--- src/rtl/rect_to_cyl_sched.sv ---
// Round-robin scheduler sharing one rect_to_cyl core between NREQ requesters,
// with a watchdog on core completion and a single tagged response channel.
module rect_to_cyl_sched #(
  parameter int NREQ    = 4,
  parameter int TIMEOUT = 64,
  localparam int IDW    = $clog2(NREQ),
  localparam int CW     = $clog2(TIMEOUT)
) (
  input  logic              clk,
  input  logic              rst,
  input  logic [NREQ-1:0]   req_valid,
  input  logic [8*NREQ-1:0] req_x,
  input  logic [8*NREQ-1:0] req_y,
  input  logic [8*NREQ-1:0] req_z,
  output logic [NREQ-1:0]   req_ready,
  output logic              core_start,
  output logic [7:0]        core_x,
  output logic [7:0]        core_y,
  output logic [7:0]        core_z,
  input  logic              core_done,
  input  logic [7:0]        core_r,
  input  logic [7:0]        core_theta,
  input  logic [7:0]        core_z_out,
  output logic              rsp_valid,
  input  logic              rsp_ready,
  output logic [IDW-1:0]    rsp_id,
  output logic [7:0]        rsp_r,
  output logic [7:0]        rsp_theta,
  output logic [7:0]        rsp_z,
  output logic              rsp_timeout,
  output logic              busy
);

  typedef enum logic [1:0] {S_IDLE, S_ISSUE, S_WAIT, S_RESP} state_t;
  state_t state_q, state_d;

  logic [IDW-1:0] ptr_q, gid_q, winner, ptr_nxt;
  logic [CW-1:0]  cnt_q;
  logic [7:0]     cx_q, cy_q, cz_q, r_q, th_q, z_q;
  logic           to_q, found, at_limit;

  // Rotating priority search starting at ptr_q
  always_comb begin
    int unsigned idx;
    logic [IDW-1:0] cand;
    found  = 1'b0;
    winner = '0;
    for (int unsigned k = 0; k < NREQ; k++) begin
      idx  = (32'(ptr_q) + k) % NREQ;
      cand = IDW'(idx);
      if (!found && req_valid[cand]) begin
        found  = 1'b1;
        winner = cand;
      end
    end
  end

  assign ptr_nxt  = (winner == IDW'(NREQ-1)) ? '0 : winner + 1'b1;
  assign at_limit = (cnt_q == CW'(TIMEOUT-1));

  always_ff @(posedge clk) begin
    if (rst) state_q <= S_IDLE;
    else     state_q <= state_d;
  end

  always_comb begin
    state_d = state_q;
    case (state_q)
      S_IDLE:  if (found) state_d = S_ISSUE;
      S_ISSUE: state_d = S_WAIT;
      S_WAIT:  if (core_done || at_limit) state_d = S_RESP;
      S_RESP:  if (rsp_ready) state_d = S_IDLE;
      default: state_d = S_IDLE;
    endcase
  end

  always_comb begin
    req_ready  = '0;
    core_start = 1'b0;
    rsp_valid  = 1'b0;
    busy       = (state_q != S_IDLE);
    case (state_q)
      S_IDLE:  if (found && !rst) req_ready = {{(NREQ-1){1'b0}}, 1'b1} << winner;
      S_ISSUE: core_start = 1'b1;
      S_RESP:  rsp_valid = 1'b1;
      default: ;
    endcase
  end

  always_ff @(posedge clk) begin
    if (rst) begin
      ptr_q <= '0;
      gid_q <= '0;
      cnt_q <= '0;
      cx_q  <= '0;
      cy_q  <= '0;
      cz_q  <= '0;
      r_q   <= '0;
      th_q  <= '0;
      z_q   <= '0;
      to_q  <= 1'b0;
    end else begin
      case (state_q)
        S_IDLE: if (found) begin
          cx_q  <= req_x[8*winner +: 8];
          cy_q  <= req_y[8*winner +: 8];
          cz_q  <= req_z[8*winner +: 8];
          gid_q <= winner;
          ptr_q <= ptr_nxt;
        end
        S_ISSUE: cnt_q <= '0;
        S_WAIT: begin
          // done takes precedence over the watchdog limit in the same cycle
          if (core_done) begin
            r_q  <= core_r;
            th_q <= core_theta;
            z_q  <= core_z_out;
            to_q <= 1'b0;
          end else if (at_limit) begin
            r_q  <= '0;
            th_q <= '0;
            z_q  <= '0;
            to_q <= 1'b1;
          end else begin
            cnt_q <= cnt_q + 1'b1;
          end
        end
        default: ;
      endcase
    end
  end

  assign core_x      = cx_q;
  assign core_y      = cy_q;
  assign core_z      = cz_q;
  assign rsp_id      = gid_q;
  assign rsp_r       = r_q;
  assign rsp_theta   = th_q;
  assign rsp_z       = z_q;
  assign rsp_timeout = to_q;

endmodule

--- config.mk ---
export PLATFORM = sky130hd
export DESIGN_NAME = rect_to_cyl_sched
export DESIGN_NICKNAME = d
export VERILOG_FILES = /design/src/rtl/rect_to_cyl_sched.sv
export SDC_FILE = /design/constraint.sdc
export NUM_CORES = 1
export LEC_CHECK = 0
export ABC_AREA = 0
export BUFFER_PORTS_ARGS = -buffer_cell sky130_fd_sc_hd__buf_2
export CORE_ASPECT_RATIO = 0.7
export CORE_MARGIN = 2
export CORE_UTILIZATION = 43
export DETAILED_ROUTE_END_ITERATION = 8
export HOLD_SLACK_MARGIN = 0.12
export PLACE_DENSITY = 0.9
export SYNTH_ARGS = -nofsm -noshare
export SYNTH_HDL_FRONTEND = slang
export SYNTH_SLANG_ARGS = --single-unit
--- constraint.sdc ---
create_clock -name clk -period 2.4 [get_ports clk]
set_input_delay 0.36 -clock clk [delete_from_list [all_inputs] [get_ports clk]]
set_output_delay 0.36 -clock clk [all_outputs]
set_load 0.05 [all_outputs]
==> report_table.html <==
<table>
<tr><th>Metric</th><th>Value</th></tr>
<tr><th colspan="2">Logic synthesis</th></tr>
<tr><td>Cell type with the highest aggregate area in the netlist</td><td>sky130_fd_sc_hd__dfxtp_1</td></tr>
<tr><td>Distinct cells, synth</td><td>46</td></tr>
<tr><td>Leading post-synthesis cells by cell area</td><td>sky130_fd_sc_hd__dfxtp_1, sky130_fd_sc_hd__mux2i_1, sky130_fd_sc_hd__a22oi_1</td></tr>
<tr><td>Most used flip-flop cell after synthesis</td><td>sky130_fd_sc_hd__dfxtp_1</td></tr>
<tr><td>Sequential cell area fraction in the yosys report</td><td>about two fifths</td></tr>
<tr><td>Mean Syn Cell Area</td><td>between 9 and 10 um^2</td></tr>
<tr><td>Number of flip-flops and latches in the synthesized netlist</td><td>61</td></tr>
<tr><td>Net count of the mapped netlist</td><td>about 470</td></tr>
<tr><td>Gate count after technology mapping</td><td>335</td></tr>
<tr><td>Proportion of register bits with asynchronous set or reset after synthesis</td><td>0%</td></tr>
<tr><td>Synthesized area</td><td>3050 um^2</td></tr>
<tr><td>Portion of synthesized cell area occupied by the leading cell type</td><td>~40%</td></tr>
<tr><td>Ys Warns</td><td>0</td></tr>
<tr><td>Count of flip-flops with a built-in enable after synthesis</td><td>0</td></tr>
<tr><th colspan="2">GRT</th></tr>
<tr><td>Global routing usage summed across all routing layers</td><td>approximately a quarter</td></tr>
<tr><td>Initial antenna violation count</td><td>0</td></tr>
<tr><td>Number of global-route vias before repair</td><td>3019</td></tr>
<tr><td>Total global routing overflow</td><td>0</td></tr>
<tr><td>First-pass GRT wire length</td><td>between 10000 and 15000 um</td></tr>
<tr><td>Pin count of the biggest net entering global routing</td><td>between 40 and 50</td></tr>
<tr><th colspan="2">Cells and area</th></tr>
<tr><td>Most common cell after layout, fill and taps aside</td><td>sky130_fd_sc_hd__buf_2</td></tr>
<tr><td>Finished Layout Cells</td><td>614</td></tr>
<tr><td>Area growth, synth to finish</td><td>39.7%</td></tr>
<tr><td>Highest-count cells in the layout ignoring fill and taps</td><td>sky130_fd_sc_hd__buf_2, sky130_fd_sc_hd__dfxtp_1, sky130_fd_sc_hd__nor2_1</td></tr>
<tr><td>Share of cells above drive strength 1</td><td>between 40% and 50%</td></tr>
<tr><td>Number of nets in the final layout</td><td>650</td></tr>
<tr><td>Final antenna diode count</td><td>0</td></tr>
<tr><td>Fill cell instance count of the final layout</td><td>a little over 600</td></tr>
<tr><th colspan="2">Timing</th></tr>
<tr><td>TNS Setup</td><td>0 ns</td></tr>
<tr><td>Clock period minus final worst setup slack</td><td>between 2 and 2.5 ns</td></tr>
<tr><td>Hold Violations, Final</td><td>0</td></tr>
<tr><td>Clock skew</td><td>0.0106 ns</td></tr>
<tr><td>Worst hold slack across all endpoints</td><td>0.262 ns</td></tr>
<tr><td>Final Max Tran Viols</td><td>0</td></tr>
<tr><td>Setup repair after global routing missed its margin</td><td>no</td></tr>
<tr><td>Max-slew headroom</td><td>around 41%</td></tr>
<tr><td>Worst slew pin tran</td><td>about 0.89 ns</td></tr>
<tr><td>Final period util</td><td>a little over nine tenths</td></tr>
<tr><td>Achievable clock frequency</td><td>~0.44 GHz</td></tr>
<tr><td>Number of setup violations in the final report</td><td>0</td></tr>
<tr><th colspan="2">Placed design</th></tr>
<tr><td>Final Wtd Congestion</td><td>approximately 0.93</td></tr>
<tr><td>Final HPWL DP</td><td>around 7400 um</td></tr>
<tr><td>Number of I/O port buffers</td><td>185</td></tr>
<tr><td>Placed cell count</td><td>around 600</td></tr>
<tr><th colspan="2">Routing</th></tr>
<tr><td>Number of search-and-repair iterations in the first detailed-routing pass</td><td>8</td></tr>
<tr><td>Residual DRC</td><td>0</td></tr>
<tr><td>Sum of routed wire length over all layers</td><td>9710 um</td></tr>
<tr><td>Routed via count</td><td>between 3000 and 4000</td></tr>
<tr><td>Count of nets left with antenna violations after detail routing</td><td>0</td></tr>
<tr><td>Iteration-0 DRC count of the detailed router</td><td>264</td></tr>
<tr><td>DR vias/cell</td><td>between 5 and 6</td></tr>
<tr><td>Routed length per placed instance</td><td>15.8 um</td></tr>
<tr><th colspan="2">Critical path</th></tr>
<tr><td>Depth of the most critical reg-to-reg path</td><td>6</td></tr>
<tr><td>Sort of element at the start of the critical path</td><td>register</td></tr>
<tr><td>Critical Path, Cell by Cell</td><td>nand2b_1 -&gt; a21o_1 -&gt; nand3_2 -&gt; inv_2 -&gt; ha_1 -&gt; and2_1 -&gt; buf_2</td></tr>
<tr><td>Worst flop-to-flop path startpoint</td><td>ptr_q[1]</td></tr>
<tr><td>Master of the slowest instance on the critical path</td><td>sky130_fd_sc_hd__dfxtp_2</td></tr>
<tr><td>Worst reg-to-reg setup slack</td><td>about 0.48 ns</td></tr>
<tr><td>Type of the worst setup path</td><td>reg -&gt; out</td></tr>
<tr><td>Critical path data arrival time</td><td>around 1.9 ns</td></tr>
<tr><td>CP Capture Type</td><td>primary output</td></tr>
<tr><td>Endpoint of the lowest-slack register-to-register path</td><td>core_y[5]</td></tr>
<tr><td>Largest fanout of any net on the critical path</td><td>11</td></tr>
<tr><td>Max stage delay on crit path</td><td>roughly 0.42 ns</td></tr>
<tr><td>Worst Path Required</td><td>around 2.0 ns</td></tr>
<tr><th colspan="2">Floorplan</th></tr>
<tr><td>Placeable core area</td><td>around 6800 um^2</td></tr>
<tr><td>Die Height</td><td>approximately 74 um</td></tr>
<tr><td>Horizontal die dimension</td><td>~100 um</td></tr>
<tr><td>Cell Rows</td><td>25</td></tr>
<tr><td>Top-Level Pins</td><td>~190</td></tr>
<tr><td>Initial Util</td><td>~45%</td></tr>
<tr><td>Overall die area</td><td>roughly 7800 um^2</td></tr>
<tr><th colspan="2">CTS</th></tr>
<tr><td>Root Buffer Master</td><td>sky130_fd_sc_hd__clkbuf_8</td></tr>
<tr><td>Clk buf depth</td><td>2</td></tr>
<tr><td>Maximum level of the CTS H-tree</td><td>3</td></tr>
<tr><td>Clk slew on worst S/H paths</td><td>around 0.070 ns</td></tr>
<tr><td>Clock tree from TritonCTS</td><td>done</td></tr>
<tr><td>Clock buffer count from CTS</td><td>9</td></tr>
<tr><td>Later-pin clock latency in the skew report</td><td>0.33 ns</td></tr>
<tr><td>Number of hold-repair buffers added at the cts stage</td><td>0</td></tr>
<tr><td>TritonCTS sink count</td><td>between 60 and 70</td></tr>
<tr><td>Buffers inserted during post-CTS setup optimization</td><td>0</td></tr>
<tr><th colspan="2">Power</th></tr>
<tr><td>Leakage dissipation</td><td>just over 2 nW</td></tr>
<tr><td>Overall Power</td><td>4.97 mW</td></tr>
<tr><td>Power density over cell area</td><td>between 1000 and 1500 nW/um^2</td></tr>
<tr><td>Max VDD drop</td><td>around 600 uV</td></tr>
<tr><th colspan="2">Status</th></tr>
<tr><td>Result of the run</td><td>completed</td></tr>
<tr><th colspan="2">Flow run</th></tr>
<tr><td>Count of max-cap constraint violations</td><td>0</td></tr>
<tr><th colspan="2">Hold path</th></tr>
<tr><td>Number of instances on the worst hold path</td><td>3</td></tr>
<tr><td>Class of the tightest hold or removal check</td><td>in -&gt; reg</td></tr>
<tr><td>Endpoint, Worst Hold</td><td>rsp_z[2]</td></tr>
<tr><td>HP Start</td><td>core_z_out[2]</td></tr>
</table>
==> stage by stage <==
step                      setup slack (ns)  cell area [um^2]  util [%]
after detailed placement             0.298              4030      59.1
after CTS                          0.00447              4240      62.1
final                                0.121              4260      62.4
after floorplan                      0.116              3050         -
after global routing                0.0105              4260      62.4
after global placement               0.366              4030      59.1
==> registers in the layout, summed over array words and instances (netlist names) <==
name         flops
cnt_q            6
core_x           8
core_y           8
core_z           8
ptr_q            2
rsp_id           2
rsp_r            8
rsp_theta        8
rsp_timeout      1
rsp_z            8
state_q          2
==> synth_stat cells, types with 2 or more instances <==
library cell,count
sky130_fd_sc_hd__nand4_1,6
sky130_fd_sc_hd__a22oi_1,25
sky130_fd_sc_hd__ha_1,6
sky130_fd_sc_hd__a21o_1,4
sky130_fd_sc_hd__and2_1,3
sky130_fd_sc_hd__clkbuf_1,10
sky130_fd_sc_hd__o211ai_1,8
sky130_fd_sc_hd__buf_6,3
sky130_fd_sc_hd__a21oi_1,11
sky130_fd_sc_hd__buf_4,4
sky130_fd_sc_hd__inv_1,5
sky130_fd_sc_hd__nand2_1,22
sky130_fd_sc_hd__nand2b_1,5
sky130_fd_sc_hd__nor3_1,4
sky130_fd_sc_hd__a222oi_1,11
sky130_fd_sc_hd__xor2_1,2
sky130_fd_sc_hd__dfxtp_1,61
sky130_fd_sc_hd__nor2_2,3
sky130_fd_sc_hd__nand3_1,2
sky130_fd_sc_hd__o221ai_1,5
sky130_fd_sc_hd__o31ai_1,6
sky130_fd_sc_hd__mux2i_1,30
sky130_fd_sc_hd__buf_2,9
sky130_fd_sc_hd__nand3b_1,6
sky130_fd_sc_hd__and3_1,3
sky130_fd_sc_hd__a311oi_1,2
sky130_fd_sc_hd__nor2_1,34
sky130_fd_sc_hd__o21ai_0,8
sky130_fd_sc_hd__nor2b_1,3
sky130_fd_sc_hd__o21ai_1,10
sky130_fd_sc_hd__a211o_1,6
sky130_fd_sc_hd__a32oi_1,2
sky130_fd_sc_hd__a31oi_1,2
sky130_fd_sc_hd__o21bai_1,2
==> cell families (layout without fill, tap and decap cells) <==
logic type,Yosys count,in the layout,synth area share [%]
AOI/OAI and AO/OA,107,107,26.0
xor gates and xnor gates,2,2,0.575
adders and majority gates,6,6,2.46
buffers and inverters,32,217,5.54
DFF,61,61,40.1
muxes,30,30,9.85
and+or+nand+nor,97,97,15.5
==> layer usage <==
layer  share of wire, %  up-vias  track usage, %  wire, um
met3                7.0       10            5.35       676
met4               0.93        0            7.41        90
li1                   -     1620               -         -
met5                  0        -               0         0
met1                 41     1588            28.7      4020
met2                 51      144            42.4      4920
==> worst max path at each step <==
stage | from | endpoint | slack (ns) | cells after the start
floorplan | req_valid[1] | req_ready[3] | 0.12 | 8
finish | ptr_q[1] | req_ready[3] | 0.12 | 7
detailed placement | req_valid[0] | core_x[7] | 0.30 | 7
CTS | ptr_q[1] | req_ready[3] | 0.004 | 7
global placement | req_valid[0] | req_ready[3] | 0.37 | 7
global route | ptr_q[1] | req_ready[3] | 0.01 | 7
==> cell type report <==
class / count / area [um^2] / area share (%)
well taps: 94 / 118 / 2.76
clock inverters: 4 / 47.5 / 1.12
multi-input cells: 242 / 1680 / 39.5
clock buffers: 11 / 151 / 3.56
inverters: 6 / 22.5 / 0.529
repair buffers: 196 / 1010 / 23.8
flip-flops and latches: 61 / 1220 / 28.7
==> report_power, final <==
| group | leakage, nW | switching (mW) | internal (mW) | total, mW |
|---|---|---|---|---|
| Clock | 0.101 | 0.387 | 0.527 | 0.913 |
| Sequential | 0.499 | 0.175 | 1.30 | 1.48 |
| Combinational | 1.48 | 1.84 | 0.746 | 2.58 |
| Total | 2.08 | 2.40 | 2.57 | 4.97 |
==> what timing repair did <==
action | CTS | global route
hold endpoints to repair | 0 | 0
setup endpoints to repair | 1 | 3
gates resized for setup | 2 | 7
pin swaps | 0 | 0
==> worst max-delay path: cells and delay by family (launching register included) <==
family	cells	cell delay [ns]
flip-flops	1	0.42
AO/OA/AOI/OAI	1	0.24
buffers and inverters	2	0.37
AND/OR/NAND/NOR	3	0.39
adder cells (fa/ha/maj)	1	0.15
No activity file was read; power rests on OpenSTA's default activity.
